### src/rtl/pc060ha_master_seq.sv
// rtl/pc060ha_master_seq.sv - PC060HA master-port command sequencer
// Turns byte send/receive/slave-reset commands into nibble index/data accesses.
module pc060ha_master_seq #(
  parameter int STROBE_CYCLES = 2,
  parameter int GAP_CYCLES    = 2,
  parameter int POLL_LIMIT    = 255
) (
  input  logic       MCLK,
  input  logic       RESET,
  input  logic       CMD_VALID,
  output logic       CMD_READY,
  input  logic [1:0] CMD_OP,
  input  logic       CMD_CH,
  input  logic [7:0] CMD_DATA,
  output logic       RSP_VALID,
  output logic [7:0] RSP_DATA,
  output logic       RSP_TIMEOUT,
  output logic       nMCS,
  output logic       nMRD,
  output logic       nMWR,
  output logic       MA0,
  output logic [3:0] MD_OUT,
  output logic       MD_OE,
  input  logic [3:0] MD_IN
);

  typedef enum logic [2:0] {S_IDLE, S_SETUP, S_STROBE, S_GAP, S_RESP} state_t;
  typedef enum logic [2:0] {P_IDX4, P_POLL, P_IDX, P_LO, P_HI, P_RST} phase_t;

  localparam logic [1:0] OP_SEND   = 2'b00;
  localparam logic [1:0] OP_RST_ON = 2'b10;

  state_t      state_q, state_d;
  phase_t      phase_q, phase_d;
  logic [7:0]  cnt_q, cnt_d;
  logic [15:0] poll_q, poll_d, poll_inc;
  logic [1:0]  op_q, op_d;
  logic        ch_q, ch_d;
  logic [7:0]  data_q, data_d;
  logic [3:0]  rd_q, rd_d;
  logic [3:0]  lo_q, lo_d;
  logic [7:0]  rsp_q, rsp_d;
  logic        timeout_q, timeout_d;

  logic        acc_wr, acc_a0, poll_ok, poll_hit;
  logic [3:0]  acc_d;

  assign RSP_DATA = rsp_q;

  // Bus access implied by the current sequencer phase
  always_comb begin
    acc_wr = 1'b1;
    acc_a0 = 1'b0;
    acc_d  = 4'h0;
    case (phase_q)
      P_IDX4: acc_d = 4'd4;
      P_POLL: begin
        acc_wr = 1'b0;
        acc_a0 = 1'b1;
      end
      P_IDX:  acc_d = {2'b00, ch_q, 1'b0};
      P_LO: begin
        acc_a0 = 1'b1;
        acc_wr = (op_q == OP_SEND);
        acc_d  = data_q[3:0];
      end
      P_HI: begin
        acc_a0 = 1'b1;
        acc_wr = (op_q == OP_SEND);
        acc_d  = data_q[7:4];
      end
      P_RST: begin
        acc_a0 = 1'b1;
        acc_d  = {3'b000, (op_q == OP_RST_ON)};
      end
      default: acc_d = 4'h0;
    endcase
  end

  // Send waits for outbound-pending to clear; receive waits for inbound-available
  assign poll_ok  = (op_q == OP_SEND) ? !rd_q[{1'b0, ch_q}] : rd_q[{1'b1, ch_q}];
  assign poll_inc = poll_q + 16'd1;
  assign poll_hit = (POLL_LIMIT != 0) && (poll_inc == 16'(POLL_LIMIT));

  always_comb begin
    state_d     = state_q;
    phase_d     = phase_q;
    cnt_d       = cnt_q;
    poll_d      = poll_q;
    op_d        = op_q;
    ch_d        = ch_q;
    data_d      = data_q;
    rd_d        = rd_q;
    lo_d        = lo_q;
    rsp_d       = rsp_q;
    timeout_d   = timeout_q;
    CMD_READY   = 1'b0;
    RSP_VALID   = 1'b0;
    RSP_TIMEOUT = 1'b0;
    nMCS        = 1'b1;
    nMRD        = 1'b1;
    nMWR        = 1'b1;
    MA0         = 1'b0;
    MD_OUT      = 4'h0;
    MD_OE       = 1'b0;

    case (state_q)
      S_IDLE, S_RESP: begin
        CMD_READY   = 1'b1;
        RSP_VALID   = (state_q == S_RESP);
        RSP_TIMEOUT = (state_q == S_RESP) && timeout_q;
        state_d     = S_IDLE;
        if (CMD_VALID) begin
          op_d      = CMD_OP;
          ch_d      = CMD_CH;
          data_d    = CMD_DATA;
          phase_d   = P_IDX4;
          poll_d    = 16'd0;
          timeout_d = 1'b0;
          state_d   = S_SETUP;
        end
      end
      S_SETUP: begin
        // Address settles one cycle before nMCS falls
        MA0     = acc_a0;
        MD_OUT  = acc_wr ? acc_d : 4'h0;
        MD_OE   = acc_wr;
        cnt_d   = 8'd0;
        state_d = S_STROBE;
      end
      S_STROBE: begin
        MA0    = acc_a0;
        MD_OUT = acc_wr ? acc_d : 4'h0;
        MD_OE  = acc_wr;
        nMCS   = 1'b0;
        nMRD   = acc_wr;
        nMWR   = !acc_wr;
        if (cnt_q == 8'(STROBE_CYCLES - 1)) begin
          if (!acc_wr) rd_d = MD_IN;
          cnt_d   = 8'd0;
          state_d = S_GAP;
        end else begin
          cnt_d = cnt_q + 8'd1;
        end
      end
      S_GAP: begin
        // Write data stays on the pads past the strobe rising edge
        MA0    = acc_a0;
        MD_OUT = acc_wr ? acc_d : 4'h0;
        MD_OE  = acc_wr && (cnt_q == 8'd0);
        if (cnt_q == 8'(GAP_CYCLES - 1)) begin
          cnt_d   = 8'd0;
          state_d = S_SETUP;
          case (phase_q)
            P_IDX4: phase_d = op_q[1] ? P_RST : P_POLL;
            P_POLL: begin
              poll_d = poll_inc;
              if (poll_ok) begin
                phase_d = P_IDX;
              end else if (poll_hit) begin
                timeout_d = 1'b1;
                state_d   = S_RESP;
              end
            end
            P_IDX: phase_d = P_LO;
            P_LO: begin
              lo_d    = rd_q;
              phase_d = P_HI;
            end
            P_HI: begin
              if (!acc_wr) rsp_d = {rd_q, lo_q};
              state_d = S_RESP;
            end
            default: state_d = S_RESP;
          endcase
        end else begin
          cnt_d = cnt_q + 8'd1;
        end
      end
      default: state_d = S_IDLE;
    endcase
  end

  always_ff @(posedge MCLK or posedge RESET) begin
    if (RESET) begin
      state_q   <= S_IDLE;
      phase_q   <= P_IDX4;
      cnt_q     <= 8'd0;
      poll_q    <= 16'd0;
      op_q      <= 2'b00;
      ch_q      <= 1'b0;
      data_q    <= 8'h00;
      rd_q      <= 4'h0;
      lo_q      <= 4'h0;
      rsp_q     <= 8'h00;
      timeout_q <= 1'b0;
    end else begin
      state_q   <= state_d;
      phase_q   <= phase_d;
      cnt_q     <= cnt_d;
      poll_q    <= poll_d;
      op_q      <= op_d;
      ch_q      <= ch_d;
      data_q    <= data_d;
      rd_q      <= rd_d;
      lo_q      <= lo_d;
      rsp_q     <= rsp_d;
      timeout_q <= timeout_d;
    end
  end

endmodule
### config.mk
export PLATFORM = sky130hd
export DESIGN_NAME = pc060ha_master_seq
export DESIGN_NICKNAME = d
export VERILOG_FILES = /design/src/rtl/pc060ha_master_seq.sv
export SDC_FILE = /design/constraint.sdc
export NUM_CORES = 1
export LEC_CHECK = 0
export ABC_CLOCK_PERIOD_IN_PS = 2510
export BUFFER_PORTS_ARGS = -buffer_cell sky130_fd_sc_hd__buf_4
export CAP_MARGIN = 25
export CORE_MARGIN = 4
export CORE_UTILIZATION = 46
export CTS_CLUSTER_SIZE = 16
export DETAILED_ROUTE_END_ITERATION = 10
export PLACE_DENSITY_LB_ADDON = 0.1
export SLEW_MARGIN = 20
export SYNTH_ARGS = -nofsm -noshare
export SYNTH_HDL_FRONTEND = slang
export SYNTH_SLANG_ARGS = --single-unit
export TNS_END_PERCENT = 100
### constraint.sdc
create_clock -name MCLK -period 2.51 [get_ports MCLK]
set_clock_uncertainty 0.05 [all_clocks]
set_input_delay 0.251 -clock MCLK [delete_from_list [all_inputs] [get_ports MCLK]]
set_output_delay 0.251 -clock MCLK [all_outputs]
set_load 0.02 [all_outputs]
==> metrics.txt <==
WP data required=2690 ps; Total Routing Usage GR=18.3%; initial DRC count=174; Syn Std Cell Area=3110 sq um; root buf cell=clkbuf_8; post-synthesis sequential area ratio=46.7%; port bufs=37; antenna violations before repair=0; Met2 Routed Length=3270 um; Reg-to-Reg End=state_q[0]; maximum vdd drop=0.583 mV; wire per inst=15.9 um; DRC errors left=0; H-tree depth=3; number of cell rows=29; Antenna Cells=0; first-pass iteration count of the detailed router=4; Reg clk slew, reported paths=70 ps; Design Area, Final=3720 sq um; core box area=6460 sq um; CP startpoint kind=register; number of global-route vias before repair=2471; Hold Path Class=in2reg; Ports=38; Pleak=0.00161 uW; max-cap viol count=0; crit-path max FO=6; # fillers=574; Yosys reg bits=58; met3 WL=399 um; post-synthesis async set-or-reset flop share=100%; placed insts=433; crit end category=register; NumNets Final=392; Tmin final=2350 ps; CTS tree=done; Syn Nets=344; commonest cells after routing, fill and taps aside=58 x dfrtp_1, 47 x buf_4, 42 x o21ai_0; CTS buffer count=9; Mapped Avg Cell Area=9.72 sq um; TNS Setup=0 ps; fin util=57.6%; WP data arrival=2530 ps; die height=90.2 um; Fmax achieved=426 MHz; Relative slew margins=47.6%; share of post-route cells with drive strength above 1=28.2%; Syn Inst Count=320; setup violators final=0; WHS Endpoint=data_q[6]; Total Die Area=8140 sq um; Post-synth top flop=dfrtp_1; routed wire length=7170 um; Placed Area=3520 sq um; worst hold stages=2; synth warn=0; Max Used Layer=met4; Clock Latency Late Sink=340 ps; vias per cell=5.74; worst hold path startpoint=CMD_DATA[6]; M1 wire length=3360 um; Pwr Density=1170 nW/um^2; CTS Buffer Depth=2; Routability Congestion=0.819; Fin. Hold Viols=0; routed via count=2584; unrepaired setup endpoints after global routing=no; status=finished, final reports clean; Worst-Margin Slew=786 ps; first-pass GRT wire length=12000 um; Routed Antenna Nets=0; period utilization=93.6%; die width=90.2 um; commonest non-fill, non-tap cell in the layout=dfrtp_1; worst reg2reg path depth=7; initial core utilization=48.2%; Overflow after GRT=0; HPWL after detailed placement=5100 um; Final Max Slew Viols=0; flop2flop setup slack=160 ps; Final Instance Count excl. Fillers=450; Post-synth EDFFs=0; largest net degree at the start of global routing=35; Area growth syn-to-layout=19.7%; Worst Setup Path Type=reg2reg; worst r2r src=poll_q[0]; Yosys cell types=49; clock sinks=58
[worst max-delay path by stage]
stage | from | to | slack (ps) | cells after the start
2_1_floorplan | poll_q[1] | state_q[0] | 160 | 7
3_3_place_gp | op_q[0] | state_q[0] | 240 | 6
3_5_place_dp | poll_q[0] | state_q[0] | 160 | 7
4_1_cts | op_q[0] | MD_OUT[2] | 130 | 7
5_1_grt | poll_q[0] | state_q[0] | 60 | 7
6_report | poll_q[0] | state_q[0] | 160 | 7
[critical path, cell delays in order (launching register included)]
cell and delay (ps):
dfrtp_1 360, ha_1 280, nand3_1 170, nor4_2 380, mux2_2 390, nor4_1 220
o2111ai_2 200, a21o_1 210
[cells in the mapped netlist (2+ instances only)]
cell,n,area share [%]
a21o_1,2,0.48
a21oi_1,7,1.1
a31oi_1,7,1.4
and2_1,5,1.0
and3_1,4,0.80
buf_2,3,0.48
clkbuf_1,3,0.36
clkbuf_2,3,0.48
dfrtp_1,58,47
ha_1,6,2.4
inv_1,11,1.3
mux2_2,28,10
mux2i_1,2,0.64
nand2_1,30,3.6
nand2b_1,6,1.2
nand3_1,14,2.3
nand3b_1,2,0.48
nand4_1,7,1.4
nor2_1,29,3.5
nor2b_1,2,0.40
nor3_1,7,1.1
nor4_2,2,0.80
o21ai_0,42,6.8
o31ai_1,6,1.4
o41ai_1,4,1.1
or3_1,2,0.40
xnor2_1,6,1.7
[logic make-up after synthesis]
| logic type | share of synthesized area, % |
|---|---|
| and+or+nand+nor | 19.2 |
| AOI/OAI and AO/OA | 15.1 |
| DFF | 46.7 |
| muxes | 11.5 |
| buffers and inverters | 3.38 |
| xor gates and xnor gates | 1.69 |
| adders and majority gates | 2.41 |
[cell type report]
cell class | instances | area, sq um | share of cell area [%]
multi-input cells | 239 | 1560 | 41.8
flip-flops and latches | 58 | 1450 | 39.0
repair buffers | 49 | 383 | 10.3
clock buffers | 9 | 124 | 3.33
well taps | 77 | 96.3 | 2.59
clock inverters | 7 | 70.1 | 1.88
inverters | 11 | 41.3 | 1.11
[routing by layer]
layer / up-vias / global-route usage, %
met5: - / 0
met4: 0 / 7.53
met3: 15 / 4.42
met2: 76 / 27.0
met1: 1239 / 25.8
li1: 1254 / -
[what timing repair did]
item,CTS,global route
hold buffers,1,0
endpoints found under the hold margin,24,0
setup buffers,0,0
endpoints found under the setup margin,0,2
gates resized for setup,0,1
[registers in the layout (all words and copies together), names as in the netlist]
register / flops
RSP_DATA: 8
op_q: 2
phase_q: 3
timeout_q: 1
poll_q: 16
state_q: 3
cnt_q: 8
lo_q: 4
rd_q: 4
ch_q: 1
data_q: 8
[stage by stage]
| stage | hold slack, ps | setup slack [ps] | power (uW) |
|---|---|---|---|
| 2_1_floorplan | 351 | 155 | 2890 |
| 3_3_place_gp | 310 | 235 | 3440 |
| 3_5_place_dp | 309 | 160 | 3500 |
| 4_1_cts | 76.7 | 126 | 4370 |
| 5_1_grt | 79.0 | 59.7 | 4680 |
| 6_report | 89.5 | 161 | 4350 |
[report_power, final]
part | total [uW] | leakage [uW] | internal, uW | switching, uW
Sequential | 1670 | 0.000753 | 1280 | 388
Combinational | 1820 | 0.000773 | 805 | 1020
Clock | 854 | 0.0000873 | 454 | 401
Total | 4350 | 0.00161 | 2540 | 1810
Power figures use the tool's default switching activity.
